==> config.mk <==
export PLATFORM = sky130hd
export DESIGN_NAME = bram_loader
export DESIGN_NICKNAME = d
export VERILOG_FILES = /design/src/rtl/bram_loader.sv
export SDC_FILE = /design/constraint.sdc
export NUM_CORES = 1
export LEC_CHECK = 0
export CORE_MARGIN = 2
export CORE_UTILIZATION = 26
export CTS_CLUSTER_SIZE = 28
export DETAILED_ROUTE_END_ITERATION = 8
export PLACE_DENSITY_LB_ADDON = 0.12
export SYNTH_ARGS = -nofsm -noshare
export SYNTH_HDL_FRONTEND = slang
export SYNTH_SLANG_ARGS = --single-unit
==> constraint.sdc <==
create_clock -name clk -period 6.1 [get_ports clk]
set_clock_uncertainty 0.1 [all_clocks]
set_input_delay 1.22 -clock clk [delete_from_list [all_inputs] [get_ports clk]]
set_output_delay 1.22 -clock clk [all_outputs]
set_load 0.01 [all_outputs]
==> src/rtl/bram_loader.sv <==
// Streams bytes (valid/ready) or a constant fill pattern into sequential BRAM write-port addresses.
// Optional running checksum of written data is enabled by defining BRAM_LOADER_CKSUM_EN.
module bram_loader #(
    parameter int unsigned ADDR_W = 11,
    parameter int unsigned DATA_W = 8,
    parameter int unsigned DEPTH  = 2048,
    parameter bit          WRAP   = 1'b0
) (
    input  logic              clk,
    input  logic              reset,
    input  logic              start,
    input  logic              fill,
    input  logic [DATA_W-1:0] fill_data,
    input  logic [DATA_W-1:0] in_data,
    input  logic              in_valid,
    input  logic              in_last,
    output logic              in_ready,
    output logic [ADDR_W-1:0] wr_addr,
    output logic [DATA_W-1:0] wr_data,
    output logic              wr_en,
    output logic              busy,
    output logic              done,
    output logic [ADDR_W:0]   count,
`ifdef BRAM_LOADER_CKSUM_EN
    output logic [DATA_W-1:0] cksum,
`endif
    output logic              overflow
);

    localparam logic [ADDR_W:0]   DEPTH_CNT = (ADDR_W+1)'(DEPTH);
    localparam logic [ADDR_W:0]   LAST_CNT  = (ADDR_W+1)'(DEPTH - 1);
    localparam logic [ADDR_W-1:0] LAST_PTR  = ADDR_W'(DEPTH - 1);

    typedef enum logic [1:0] {
        S_IDLE,
        S_LOAD,
        S_FILL,
        S_DONE
    } state_e;

    state_e            state_q, state_d;
    logic [ADDR_W-1:0] ptr_q, ptr_d;
    logic [ADDR_W:0]   count_q, count_d;
    logic              overflow_q, overflow_d;
    logic [DATA_W-1:0] fill_val_q, fill_val_d;
    logic [ADDR_W-1:0] wr_addr_q, wr_addr_d;
    logic [DATA_W-1:0] wr_data_q, wr_data_d;
    logic              wr_en_q, wr_en_d;
    logic              busy_q, busy_d;
    logic              done_q, done_d;

    logic              xfer;
    logic              accept;
    logic [ADDR_W-1:0] ptr_nxt;
    logic [ADDR_W:0]   count_inc;

    assign in_ready  = (state_q == S_LOAD) && (WRAP || (count_q < DEPTH_CNT));
    assign xfer      = in_valid && in_ready;
    assign accept    = (state_q == S_IDLE) && (start || fill);
    assign ptr_nxt   = (ptr_q == LAST_PTR) ? '0 : ptr_q + ADDR_W'(1);
    assign count_inc = (count_q == DEPTH_CNT) ? count_q : count_q + (ADDR_W+1)'(1);

    // Next-state and registered-output logic
    always_comb begin
        state_d    = state_q;
        ptr_d      = ptr_q;
        count_d    = count_q;
        overflow_d = overflow_q;
        fill_val_d = fill_val_q;
        wr_addr_d  = wr_addr_q;
        wr_data_d  = wr_data_q;
        wr_en_d    = 1'b0;
        done_d     = 1'b0;

        case (state_q)
            S_IDLE: begin
                if (start || fill) begin
                    state_d    = start ? S_LOAD : S_FILL;
                    ptr_d      = '0;
                    count_d    = '0;
                    overflow_d = 1'b0;
                    if (!start) begin
                        fill_val_d = fill_data;
                    end
                end
            end
            S_LOAD: begin
                if (xfer) begin
                    wr_en_d   = 1'b1;
                    wr_addr_d = ptr_q;
                    wr_data_d = in_data;
                    ptr_d     = ptr_nxt;
                    count_d   = count_inc;
                    // count already at DEPTH means this write lands on a wrapped address
                    if (WRAP && (count_q == DEPTH_CNT)) begin
                        overflow_d = 1'b1;
                    end
                    if (in_last) begin
                        state_d = S_DONE;
                    end else if (!WRAP && (count_q == LAST_CNT)) begin
                        state_d    = S_DONE;
                        overflow_d = 1'b1;
                    end
                end
            end
            S_FILL: begin
                wr_en_d   = 1'b1;
                wr_addr_d = ptr_q;
                wr_data_d = fill_val_q;
                ptr_d     = ptr_nxt;
                count_d   = count_inc;
                if (ptr_q == LAST_PTR) begin
                    state_d = S_DONE;
                end
            end
            S_DONE: begin
                done_d  = 1'b1;
                state_d = S_IDLE;
            end
            default: state_d = S_IDLE;
        endcase

        busy_d = (state_d == S_LOAD) || (state_d == S_FILL);
    end

    always_ff @(posedge clk or posedge reset) begin
        if (reset) begin
            state_q    <= S_IDLE;
            ptr_q      <= '0;
            count_q    <= '0;
            overflow_q <= 1'b0;
            fill_val_q <= '0;
            wr_addr_q  <= '0;
            wr_data_q  <= '0;
            wr_en_q    <= 1'b0;
            busy_q     <= 1'b0;
            done_q     <= 1'b0;
        end else begin
            state_q    <= state_d;
            ptr_q      <= ptr_d;
            count_q    <= count_d;
            overflow_q <= overflow_d;
            fill_val_q <= fill_val_d;
            wr_addr_q  <= wr_addr_d;
            wr_data_q  <= wr_data_d;
            wr_en_q    <= wr_en_d;
            busy_q     <= busy_d;
            done_q     <= done_d;
        end
    end

    assign wr_addr  = wr_addr_q;
    assign wr_data  = wr_data_q;
    assign wr_en    = wr_en_q;
    assign busy     = busy_q;
    assign done     = done_q;
    assign count    = count_q;
    assign overflow = overflow_q;

`ifdef BRAM_LOADER_CKSUM_EN
    logic [DATA_W-1:0] cksum_q, cksum_d;

    // Accumulates each write one cycle after it appears on the port
    always_comb begin
        cksum_d = cksum_q;
        if (accept) begin
            cksum_d = '0;
        end else if (wr_en_q) begin
            cksum_d = cksum_q + wr_data_q;
        end
    end

    always_ff @(posedge clk or posedge reset) begin
        if (reset) begin
            cksum_q <= '0;
        end else begin
            cksum_q <= cksum_d;
        end
    end

    assign cksum = cksum_q;
`endif

endmodule

==> flow_summary_export.csv <==
group,metric,value,unit
synthesis,synth_compound_area_share,15.5,%
worst_hold_path,hp-class,"reg2reg",
synthesis,synth.distinct_cells,52,
routing,avgRoutedWirePerCell,15.4,um
setup_path,crit_path_cell_trace,"inv_1 -> ha_1 -> inv_1 -> nor2_1 -> clkdlybuf4s50_1",
global_routing,antenna_found_initial,0,
timing,finalWorstPathRequiredPeriod,3.37,ns
routing,viasPerCell,4.82,
placed_design,routabilityCongestion,0.719,
clocking,cts_sinks,56,
finish,synthToLayoutAreaGrowth,26.9,%
timing,fin_ws,2.73,ns
global_routing,grt-ovfl-total,0,
placed_design,dp_hpwl,4980,um
clocking,numCtsBuffers,5,
die,num_io_pins,58,
placed_design,io_buffers,57,
clocking,clk_pin_slew,0.10,ns
setup_path,cp_top_family,"buffers and inverters",
routing,first_iter_violations,115,
synthesis,synth_nets,303,
die,die_y,110,um
synthesis,synth_top_cell_area_share,48.1,%
routing,first_pass_iters,4,
setup_path,start_kind,"register",
setup_path,cp_common_cell,"inv_1",
setup_path,cp_slowest_cell,"clkdlybuf4s50_1",
placed_design,place_area,3610,sq um
synthesis,synthCells,272,
synthesis,synth.area.mux_share,10.4,%
power_and_ir_drop,p_leak,1.51,nW
clocking,ctsHtreeMaxLevel,2,
global_routing,grt_max_degree,57,
synthesis,ys.flop_type,"dfrtp_1",
synthesis,synth_edf_count,0,
synthesis,yosysMostFrequentCell,"dfrtp_1",
power_and_ir_drop,switching_share,39.9,%
routing,antenna_left,0,
global_routing,grt_pass1_vias,2313,
clocking,cts_tree,"done",
synthesis,yosys_warnings,0,
timing,rsz0062_at_grt,"no",
die,die_area,12100,sq um
timing,max_slew.worst_pin.slew,0.784,ns
synthesis,synth_xor_xnor_area_share,0.301,%
clocking,cts_setup_buffers,0,
global_routing,grt_use_total,12.6,%
synthesis,ys_top_cells_by_count,"dfrtp_1, nand2_1, o21ai_0",
clocking,cts_resized,0,
synthesis,synthSimpleGateAreaFrac,18.3,%
synthesis,synth_area,2910,sq um
power_and_ir_drop,peakVddDrop,132,uV
synthesis,syn_area_per_cell,10.7,sq um
setup_path,crit_buf_inv,3,
timing,whs,0.391,ns
placed_design,dp.cells,460,
power_and_ir_drop,power_frac_comb,47.8,%
synthesis,synth_top_family_by_area,"simple AND/OR/NAND/NOR gates",
finish,stdcell_area,3700,sq um
die,rows,38,
setup_path,cp_max_fo,6,
setup_path,arrival,2.05,ns
timing,hold_viol_final,0,
global_routing,grt_pass1_wl,11900,um
timing,slew_headroom,47.6,%
setup_path,endpoint_kind,"output port",
routing,finalWirelength,7190,um
clocking,clk_path_buf_depth,2,
die,fp.dieW,110,um
synthesis,ys_seq_area_share,48.1,%
routing,route.detailed.drc,0,
setup_path,critPathKind,"reg2out",
synthesis,synth_area_leaders,"dfrtp_1, mux2_2, ha_1",
power_and_ir_drop,powerDensity,386,nW/um^2
finish,n_antenna_cell,0,
synthesis,synthAdderAreaFrac,3.86,%
finish,final_util,34.0,%
run_status,run_status,"finished clean",
power_and_ir_drop,intPower,0.857,mW
power_and_ir_drop,power,1.43,mW
setup_path,cp.required,4.78,ns
finish,fillers,1123,
run,cap_violations,0,
clocking,insertion_delay,0.31,ns
finish,nets,358,
power_and_ir_drop,p_sw,0.569,mW
finish,fin_cells,468,
timing,setup_violations,0,
timing,tns,0,ns
setup_path,max_stage_delay,0.54,ns
power_and_ir_drop,seq_power_share,37.3,%
die,start_util,26.8,%
synthesis,yosysTopAreaCell,"dfrtp_1",
clocking,cts-root-buf,"clkbuf_8",
synthesis,yosys_register_bits,56,
routing,vias,2258,
synthesis,synthArstFlopShare,100,%
timing,slew_viol_final,0,
timing,max_freq,297,MHz
die,coreArea,10900,sq um
timing,timing.final.crit_share,55.2,%
finish,layout-drive-gt1-share,12.8,%
clocking,cts_hold_buf,0,
power_and_ir_drop,clkPwrFrac,14.8,%
placed_design,post-place-ws,2.74,ns
layout by cell type, fill, tap and decap left out, drive strengths merged, types with 2 or more instances in the layout:
cell type	Yosys	layout
o21a	2	2
mux2i	9	9
o211ai	3	3
nor2	15	15
nand3	14	14
a31oi	4	4
o31ai	3	3
a32o	2	2
and2	4	4
mux2	19	19
nor4	6	6
ha	9	9
or3	4	4
clkinv	0	2
a211o	2	2
clkbuf	2	5
nand2	28	28
nand2b	3	3
o311ai	2	2
or2	2	2
nand4	8	8
a22o	3	3
a21oi	5	5
nor3	8	8
clkdlybuf4s50	0	57
o41ai	3	3
o221ai	2	2
o31a	2	2
o21ai	22	22
inv	11	12
dfrtp	56	56
worst reg2reg max path, cell delays in order (launching register included):
cell and delay (ns):
dfrtp_1 0.46, inv_1 0.11, ha_1 0.74, inv_1 0.37
or4_1 0.62, o211ai_2 0.14
power groups by stage:
stage	logic [mW]	registers [mW]	clock network, mW
6_report	0.682	0.533	0.212
3_3_place_gp	0.690	0.538	0
4_1_cts	0.697	0.534	0.224
3_5_place_dp	0.695	0.542	0
5_1_grt	0.771	0.546	0.238
2_1_floorplan	0.456	0.551	0
path summary, 6_finish.rpt:
check / from / endpoint / slack, ns / cells past startpoint
max in group asynchronous: reset / ptr_q[3] / 4.08 / 3
worst min-delay path: wr_data[1] / wr_data[1] / 0.39 / 2
worst max register to register: state_q[0] / count[8] / 3.48 / 5
worst max-delay path: state_q[1] / in_ready / 2.73 / 5
min in group asynchronous: reset / wr_data[0] / 1.32 / 3
worst min register to register: wr_data[1] / wr_data[1] / 0.39 / 2
flip-flops by register name (all words and copies together) (netlist names):
signal,flops
busy,1
count,12
done,1
fill_val_q,8
overflow,1
ptr_q,11
state_q,2
wr_addr,11
wr_data,8
wr_en,1
per-layer routing:
| layer | wire length (um) | global-route usage, % |
|---|---|---|
| met4 | 66 | 2.71 |
| met1 | 3620 | 18.4 |
| met5 | 0 | 0 |
| met3 | 428 | 2.67 |
| met2 | 3070 | 18.9 |
area by class of cell:
type                            instances  area [sq um]  area share (%)
Timing Repair Buffer                   58           578            15.6
Sequential cell                        56          1400            37.9
Clock buffer                            5          68.8            1.86
Inverter                               11          41.3            1.12
Clock inverter                          3          22.5           0.609
Tap cell                              140           175            4.74
Multi-Input combinational cell        195          1410            38.1
kinds of logic after synthesis:
kind of cell / after synthesis
AOI/OAI and AO/OA: 60
xor gates and xnor gates: 1
adders and majority gates: 9
buffers and inverters: 21
DFF: 56
muxes: 28
and+or+nand+nor: 97
Power figures use the tool's default switching activity.
